$ cat config.mk
export PLATFORM = sky130hd
export DESIGN_NAME = serial_subtractor
export DESIGN_NICKNAME = d
export VERILOG_FILES = /design/src/rtl/serial_sub_pkg.sv /design/src/rtl/full_subtractor.sv /design/src/rtl/serial_subtractor.sv
export SDC_FILE = /design/constraint.sdc
export NUM_CORES = 1
export LEC_CHECK = 0
export ABC_AREA = 1
export CAP_MARGIN = 20
export CORE_UTILIZATION = 40
export CTS_CLUSTER_DIAMETER = 80
export DETAILED_ROUTE_END_ITERATION = 8
export PLACE_DENSITY = 0.64
export SLEW_MARGIN = 20
export SYNTH_ARGS = -nofsm -noshare
export SYNTH_HDL_FRONTEND = slang
export SYNTH_SLANG_ARGS = --single-unit
$ cat constraint.sdc
create_clock -name CLK -period 1.6 [get_ports CLK]
set_input_delay 0.32 -clock CLK [delete_from_list [all_inputs] [get_ports CLK]]
set_output_delay 0.32 -clock CLK [all_outputs]
set_load 0.01 [all_outputs]
$ cat src/rtl/serial_sub_pkg.sv
// Shared definitions for the bit-serial subtractor: state encoding and default width.
package serial_sub_pkg;

  localparam int DEFAULT_WIDTH = 8;

  typedef enum logic [1:0] {
    ST_IDLE = 2'd0,
    ST_RUN  = 2'd1,
    ST_DONE = 2'd2
  } state_t;

endpackage : serial_sub_pkg

$ cat src/rtl/full_subtractor.sv
// Combinational 1-bit full subtractor built from two half-subtractor stages,
// the subtract counterpart of the two-half-cell full adder.
module full_subtractor (
  input  logic A,
  input  logic B,
  input  logic BI,
  output logic BO,
  output logic D
);

  logic d1;
  logic bo1;
  logic bo2;

  // First half cell: A - B
  assign d1  = A ^ B;
  assign bo1 = ~A & B;

  // Second half cell: (A - B) - BI
  assign D   = d1 ^ BI;
  assign bo2 = ~d1 & BI;

  assign BO  = bo1 | bo2;

endmodule : full_subtractor

$ cat src/rtl/serial_subtractor.sv
// Bit-serial LSB-first subtractor: D = A - B - BIN over WIDTH cycles using one cell.
// Optional flags Z/V are enabled with macro SERIAL_SUB_FLAGS_EN.
module serial_subtractor
  import serial_sub_pkg::*;
#(
  parameter int WIDTH = DEFAULT_WIDTH
) (
  input  logic             CLK,
  input  logic             RST_N,
  input  logic             START,
  input  logic [WIDTH-1:0] A,
  input  logic [WIDTH-1:0] B,
  input  logic             BIN,
  output logic             BUSY,
  output logic             DONE,
  output logic [WIDTH-1:0] D,
  output logic             BOUT
`ifdef SERIAL_SUB_FLAGS_EN
  ,
  output logic             Z,
  output logic             V
`endif
);

  localparam int CW = (WIDTH > 2) ? $clog2(WIDTH) : 1;
  localparam logic [CW-1:0] LAST = CW'(WIDTH - 1);

  state_t           state;
  logic [CW-1:0]    cnt;
  logic [WIDTH-1:0] a_sr;
  logic [WIDTH-1:0] b_sr;
  logic [WIDTH-1:0] r_sr;
  logic             borrow;
  logic             cell_d;
  logic             cell_bo;
  logic [WIDTH-1:0] r_next;

`ifdef SERIAL_SUB_FLAGS_EN
  logic a_msb;
  logic b_msb;
`endif

  full_subtractor u_cell (
    .A  (a_sr[0]),
    .B  (b_sr[0]),
    .BI (borrow),
    .BO (cell_bo),
    .D  (cell_d)
  );

  // Result bits arrive LSB first, so each new bit enters at the MSB end.
  assign r_next = {cell_d, r_sr[WIDTH-1:1]};

  always_ff @(posedge CLK) begin
    if (!RST_N) begin
      state  <= ST_IDLE;
      cnt    <= '0;
      a_sr   <= '0;
      b_sr   <= '0;
      r_sr   <= '0;
      borrow <= 1'b0;
      BUSY   <= 1'b0;
      DONE   <= 1'b0;
      D      <= '0;
      BOUT   <= 1'b0;
`ifdef SERIAL_SUB_FLAGS_EN
      a_msb  <= 1'b0;
      b_msb  <= 1'b0;
      Z      <= 1'b0;
      V      <= 1'b0;
`endif
    end else begin
      case (state)
        ST_IDLE: begin
          DONE <= 1'b0;
          if (START) begin
            a_sr   <= A;
            b_sr   <= B;
            borrow <= BIN;
            cnt    <= '0;
            BUSY   <= 1'b1;
            state  <= ST_RUN;
`ifdef SERIAL_SUB_FLAGS_EN
            a_msb  <= A[WIDTH-1];
            b_msb  <= B[WIDTH-1];
`endif
          end
        end

        ST_RUN: begin
          a_sr   <= a_sr >> 1;
          b_sr   <= b_sr >> 1;
          r_sr   <= r_next;
          borrow <= cell_bo;
          cnt    <= cnt + CW'(1);
          if (cnt == LAST) begin
            D     <= r_next;
            BOUT  <= cell_bo;
            BUSY  <= 1'b0;
            DONE  <= 1'b1;
            state <= ST_DONE;
`ifdef SERIAL_SUB_FLAGS_EN
            Z     <= (r_next == '0);
            V     <= (a_msb != b_msb) && (r_next[WIDTH-1] != a_msb);
`endif
          end
        end

        ST_DONE: begin
          DONE  <= 1'b0;
          state <= ST_IDLE;
        end

        default: begin
          BUSY  <= 1'b0;
          DONE  <= 1'b0;
          state <= ST_IDLE;
        end
      endcase
    end
  end

endmodule : serial_subtractor

### Word-level counts from Yosys, hierarchy flattened

Index checks and enable logic that the tools add are counted.

* bitwise gates (word level): 8
* reduce and logical (&&, ||, !) cells: 7
* eq/ne operators: 5
* muxes and demuxes: 14
* add/sub/neg operators: 1

Operators by type and width (number)
* $pmux 8 s2: 2
* $mux 8: 2
* $reduce_and 2->1: 4
* $pmux 3 s2: 1
* $mux 2: 2
* $ne 2x2->1 const B: 2
* $pmux 2 s2: 1
* $add 3x1->3 const B: 1
* $eq 3x3->1 const B: 1
* $mux 1: 3
* $mux 3: 1
* $not 1->1: 3
* $pmux 1 s3: 1
* $reduce_and 3->1: 1
* $and 1x1->1: 2
* $eq 2x1->1 const B: 1
* $eq 2x2->1 const B: 1
* $logic_not 2->1: 1
* $pmux 1 s2: 1
* $reduce_bool 2->1: 1
* $xor 1x1->1: 2
* $or 1x1->1: 1

* bits in registers: 41
* output and inout bits: 11
* logic and storage cells: 45
* bits of input ports: 20

### Depth between registers and ports, before layout

* word-level depth: 5
* gate-level depth with buffers: 8
* gate-level depth less buffers: 8

### By module

A second synthesis with hierarchy kept.

* cell total of the unflattened synthesis: 276
* area, all modules: 1806.7 µm²

By module, submodules not included
* serial_subtractor: cells each 272, area each 1775.5 µm², seq. area each 800.8 µm², instances 1
* full_subtractor: cells each 4, area each 31.3 µm², seq. area each 0.0 µm², instances 1

### Least setup slack after synthesis

No wires, ideal clock.

* path kind: reg2reg
* start: reg cnt[0]
* end: reg D[7]
* data required time: 1484 ps
* stages on the path, launching flop included: 8
* library setup time: 116 ps
* setup slack: 390 ps
* period minus slack after synthesis: 1210 ps
* arrival time: 1094 ps
* buffers on the path: 0
* path through: dfxtp_1 > ha_1 > ha_1 > inv_1 > nor2_4 > inv_2 > nor2_1 > nor2_1

* longest elaborated chain between the ends: 2

Ends and longest elaborated chain
* start, declared: line serial_subtractor.sv:29 `logic [CW-1:0] cnt;`
* start signal, assigned: line serial_subtractor.sv:95 `cnt <= cnt + CW'(1);`
* $eq 3x3->1: line serial_subtractor.sv:96 `if (cnt == LAST) begin`
* $reduce_and 2->1 (no line)
* end signal, assigned: line serial_subtractor.sv:97 `D <= r_next;`
* end, declared: line serial_subtractor.sv:16 `output logic [WIDTH-1:0] D,`

Every way passes these cells.
A chain may end at the register's enable or synchronous reset.

### Final worst setup path

* start: reg BUSY
* end: out BUSY

RTL lines
* start, declared: line serial_subtractor.sv:14 `output logic BUSY,`
* start signal, assigned: line serial_subtractor.sv:62 `BUSY <= 1'b0;`
* start signal, assigned: line serial_subtractor.sv:81 `BUSY <= 1'b1;`
* start signal, assigned: line serial_subtractor.sv:99 `BUSY <= 1'b0;`

No word-level cell between the ends.

==> metrics.md <==
| Metric | Value |
|---|---|
| Lkg Pwr | 1.05 nW |
| CP delay by family, top | buffers and inverters |
| Clock net sink count | 40 |
| # IOs | 31 |
| Pwr Total | 0.00226 W |
| Count of endpoints failing hold in the final timing report | 0 |
| Setup crit end kind | output pin |
| Hold Path Cell Cnt | 2 |
| Count of unresolved DRC violations after routing | 0 |
| Peak clock frequency supported by timing | 648 MHz |
| Detailed-route vias per instance | 4.67 |
| Actual transition at the worst max-transition pin | 0.213 ns |
| Total nets after synthesis | 268 |
| Total global-route track usage | 0.163 |
| Floorplan die area | 0.00534 sq mm |
| Buffer and inverter count on the worst path | 1 |
| Post-synthesis cell type count | 24 |
| Yosys top cell area share | 0.397 |
| IR drop worst, VDD | 0.535 mV |
| Insertion delay to the later sink of the worst-skew pair | 0.30 ns |
| Routability Congestion | 0.701 |
| Data arrival time of the critical path | 1.22 ns |
| Synthesized area divided by synthesized cell count | 8.24 sq um |
| Clock-pin slew on the worst setup and hold paths | 0.07 ns |
| Signed area change from the synthesized netlist to the final layout | 20.3% |
| Peak fanout along the critical path | 2 |
| Half-perimeter wire length of the detailed placement result | 2510 microns |
| Shortest clock period the worst path allows after layout | 1.54 ns |
| Placement Rows | 25 |
| Most common cell after layout, fill and taps aside | dfxtp_1 |
| Total number of yosys warnings | 0 |
| Post-synth EDFFs | 0 |
| Slew Limit Fails | 0 |
| Setup repair after global routing missed its margin | no |
| Number of standard cells after synthesis | 245 |
| Maximum number of pins on one net before global-route repair | 28 |
| Final worst hold slack | 0.461 ns |
| Crit-path slowest cell | clkdlybuf4s50_1 |
| Post-Place Setup Slack | 0.0809 ns |
| Horizontal die dimension | 73.1 microns |
| Number of hold buffers added after CTS | 0 |
| TritonCTS clock tree | built |
| Power density cells | 929 mW/mm^2 |
| Critical path depth in cells | 1 |
| Worst Setup Path Type | reg2out |
| Maximum Capacitance Violations | 0 |
| Most used flip-flop cell after synthesis | dfxtp_1 |
| Fraction of final layout cells sized beyond drive strength 1 | 0.196 |
| Antenna-violating nets left | 0 |
| Initial detailed-routing violation count | 52 |
| Netlist area before placement | 0.00202 sq mm |
| Worst min-delay path category | reg2reg |
| Largest stage delay on the critical path | 0.55 ns |
| Setup Skew | 0.00594 ns |
| Worst-case headroom to the max-slew limit | 0.858 |
| Share of the yosys chip area belonging to registers | 0.397 |
| Initial antenna violation count | 0 |
| Remaining Overflow, GRT | 0 |
| Worst EP required | 1.28 ns |
| Longest Clk Path Bufs | 2 |
| Number of endpoints failing setup at the final stage | 0 |
| Routed len/inst | 11.0 microns |
| N_diodes | 0 |
| R2R depth | 8 |
| Total Routed Length | 3780 microns |
| Global-route wire length before repair | 6580 microns |
| PostCTS Resize Cnt | 0 |
| Top cells by area, synth | dfxtp_1, nand3_1, nand3_2, inv_1, nand2_4 |
| Number of global-route vias before repair | 1531 |
| First-pass detailed-route iteration total | 4 |
| Number of buffers created by CTS | 5 |
| Share of the core filled with cells | 0.507 |
| Crit share post-route | 0.964 |
| Outcome | finished clean |
| Clock tree root driver cell | clkbuf_8 |
| Number of nets in the layout | 297 |
| Worst Setup Start Kind | register |
| FFs w/ async S/R, synth | 0 |
| Vias after detailed routing | 1596 |
| Post-CTS Repair Setup Buffers | 0 |
| Setup TNS | 0 ns |
| Chain of cells forming the critical path | clkdlybuf4s50_1 |
| Std-Cell Core Area | 0.00479 sq mm |
| Final worst slack | 0.0568 ns |
| Port buffer count | 30 |
| H-Tree Level Count | 2 |
| Die Height | 73.1 microns |
| Post-synthesis cell type with the largest combined area | dfxtp_1 |
| Most used cells in the layout excluding fill and tap cells | dfxtp_1, inv_1, nand3_1 |
| Number of register bits inferred by synthesis | 40 |
| Initial Util | 0.422 |
==> worst min-delay path, cell delays in order, from the launching register on <==
cell and delay, ns:
dfxtp_1 0.32, nand2_1 0.05, o21ai_1 0.05
==> cell usage after synthesis (2+ instances only) <==
library cell  number
a21oi_1            5
a21oi_2           10
buf_12             2
buf_2              6
buf_4              2
buf_6              2
clkbuf_1           2
dfxtp_1           40
ha_1               2
inv_1             36
inv_2              2
nand2_1           18
nand2_4           10
nand2_8            2
nand3_1           35
nand3_2           15
nor2_1            30
o21ai_0           14
o21ai_1            6
o22ai_1            2
==> layout make-up <==
cell class,count,area (sq um)
fill,490,2360
multi-input combinational,151,940
sequential,40,801
timing repair buffer,37,365
inverter,39,149
clock buffer,8,90.1
tap,67,83.8
==> cell families (layout without fill, tap and decap cells) <==
kind of cell               Yosys count  count (layout)  synth area share
DFF                                 40              40             0.397
buffers and inverters               54              84             0.138
and+or+nand+nor                    111             111             0.331
AOI/OAI and AO/OA                   37              37             0.112
adders and majority gates            3               3            0.0223
==> final timing paths <==
check,startpoint,end,slack [ns]
setup / recovery,BUSY$_SDFFE_PN0P_,BUSY,0.06
hold / removal,cnt[1]$_SDFFE_PN0P_,cnt[1]$_SDFFE_PN0P_,0.46
setup reg to reg,cnt[0]$_SDFFE_PN0P_,D[1]$_SDFFE_PN0P_,0.20
hold reg to reg,cnt[1]$_SDFFE_PN0P_,cnt[1]$_SDFFE_PN0P_,0.46
==> flip-flops by register name, summed over array words and instances, names as in the netlist <==
register / count
BOUT: 1
BUSY: 1
D: 8
DONE: 1
a_sr: 8
b_sr: 8
borrow: 1
cnt: 3
r_sr: 7
state: 2
==> per-layer routing <==
layer  global-route usage  part of all wire  up-vias
met5                    0                 0        -
met4               0.0719             0.016        0
met3               0.0456             0.050        7
met2                0.278              0.46       32
met1                0.190              0.47      719
li1                     -                 -      838
==> report_power, final <==
group          leakage (nW)  switching, W  internal [W]
sequential            0.328     0.0000462       0.00107
clock                0.0455      0.000343      0.000352
combinational         0.672      0.000249      0.000197
==> stage by stage <==
step | instance area, sq um | std cells
floorplan | 2020 | 245
global placement | 2340 | 334
detailed placement | 2340 | 334
CTS | 2430 | 342
global route | 2430 | 342
finish | 2430 | 342
Note: power is estimated with default switching activity, not from simulation.
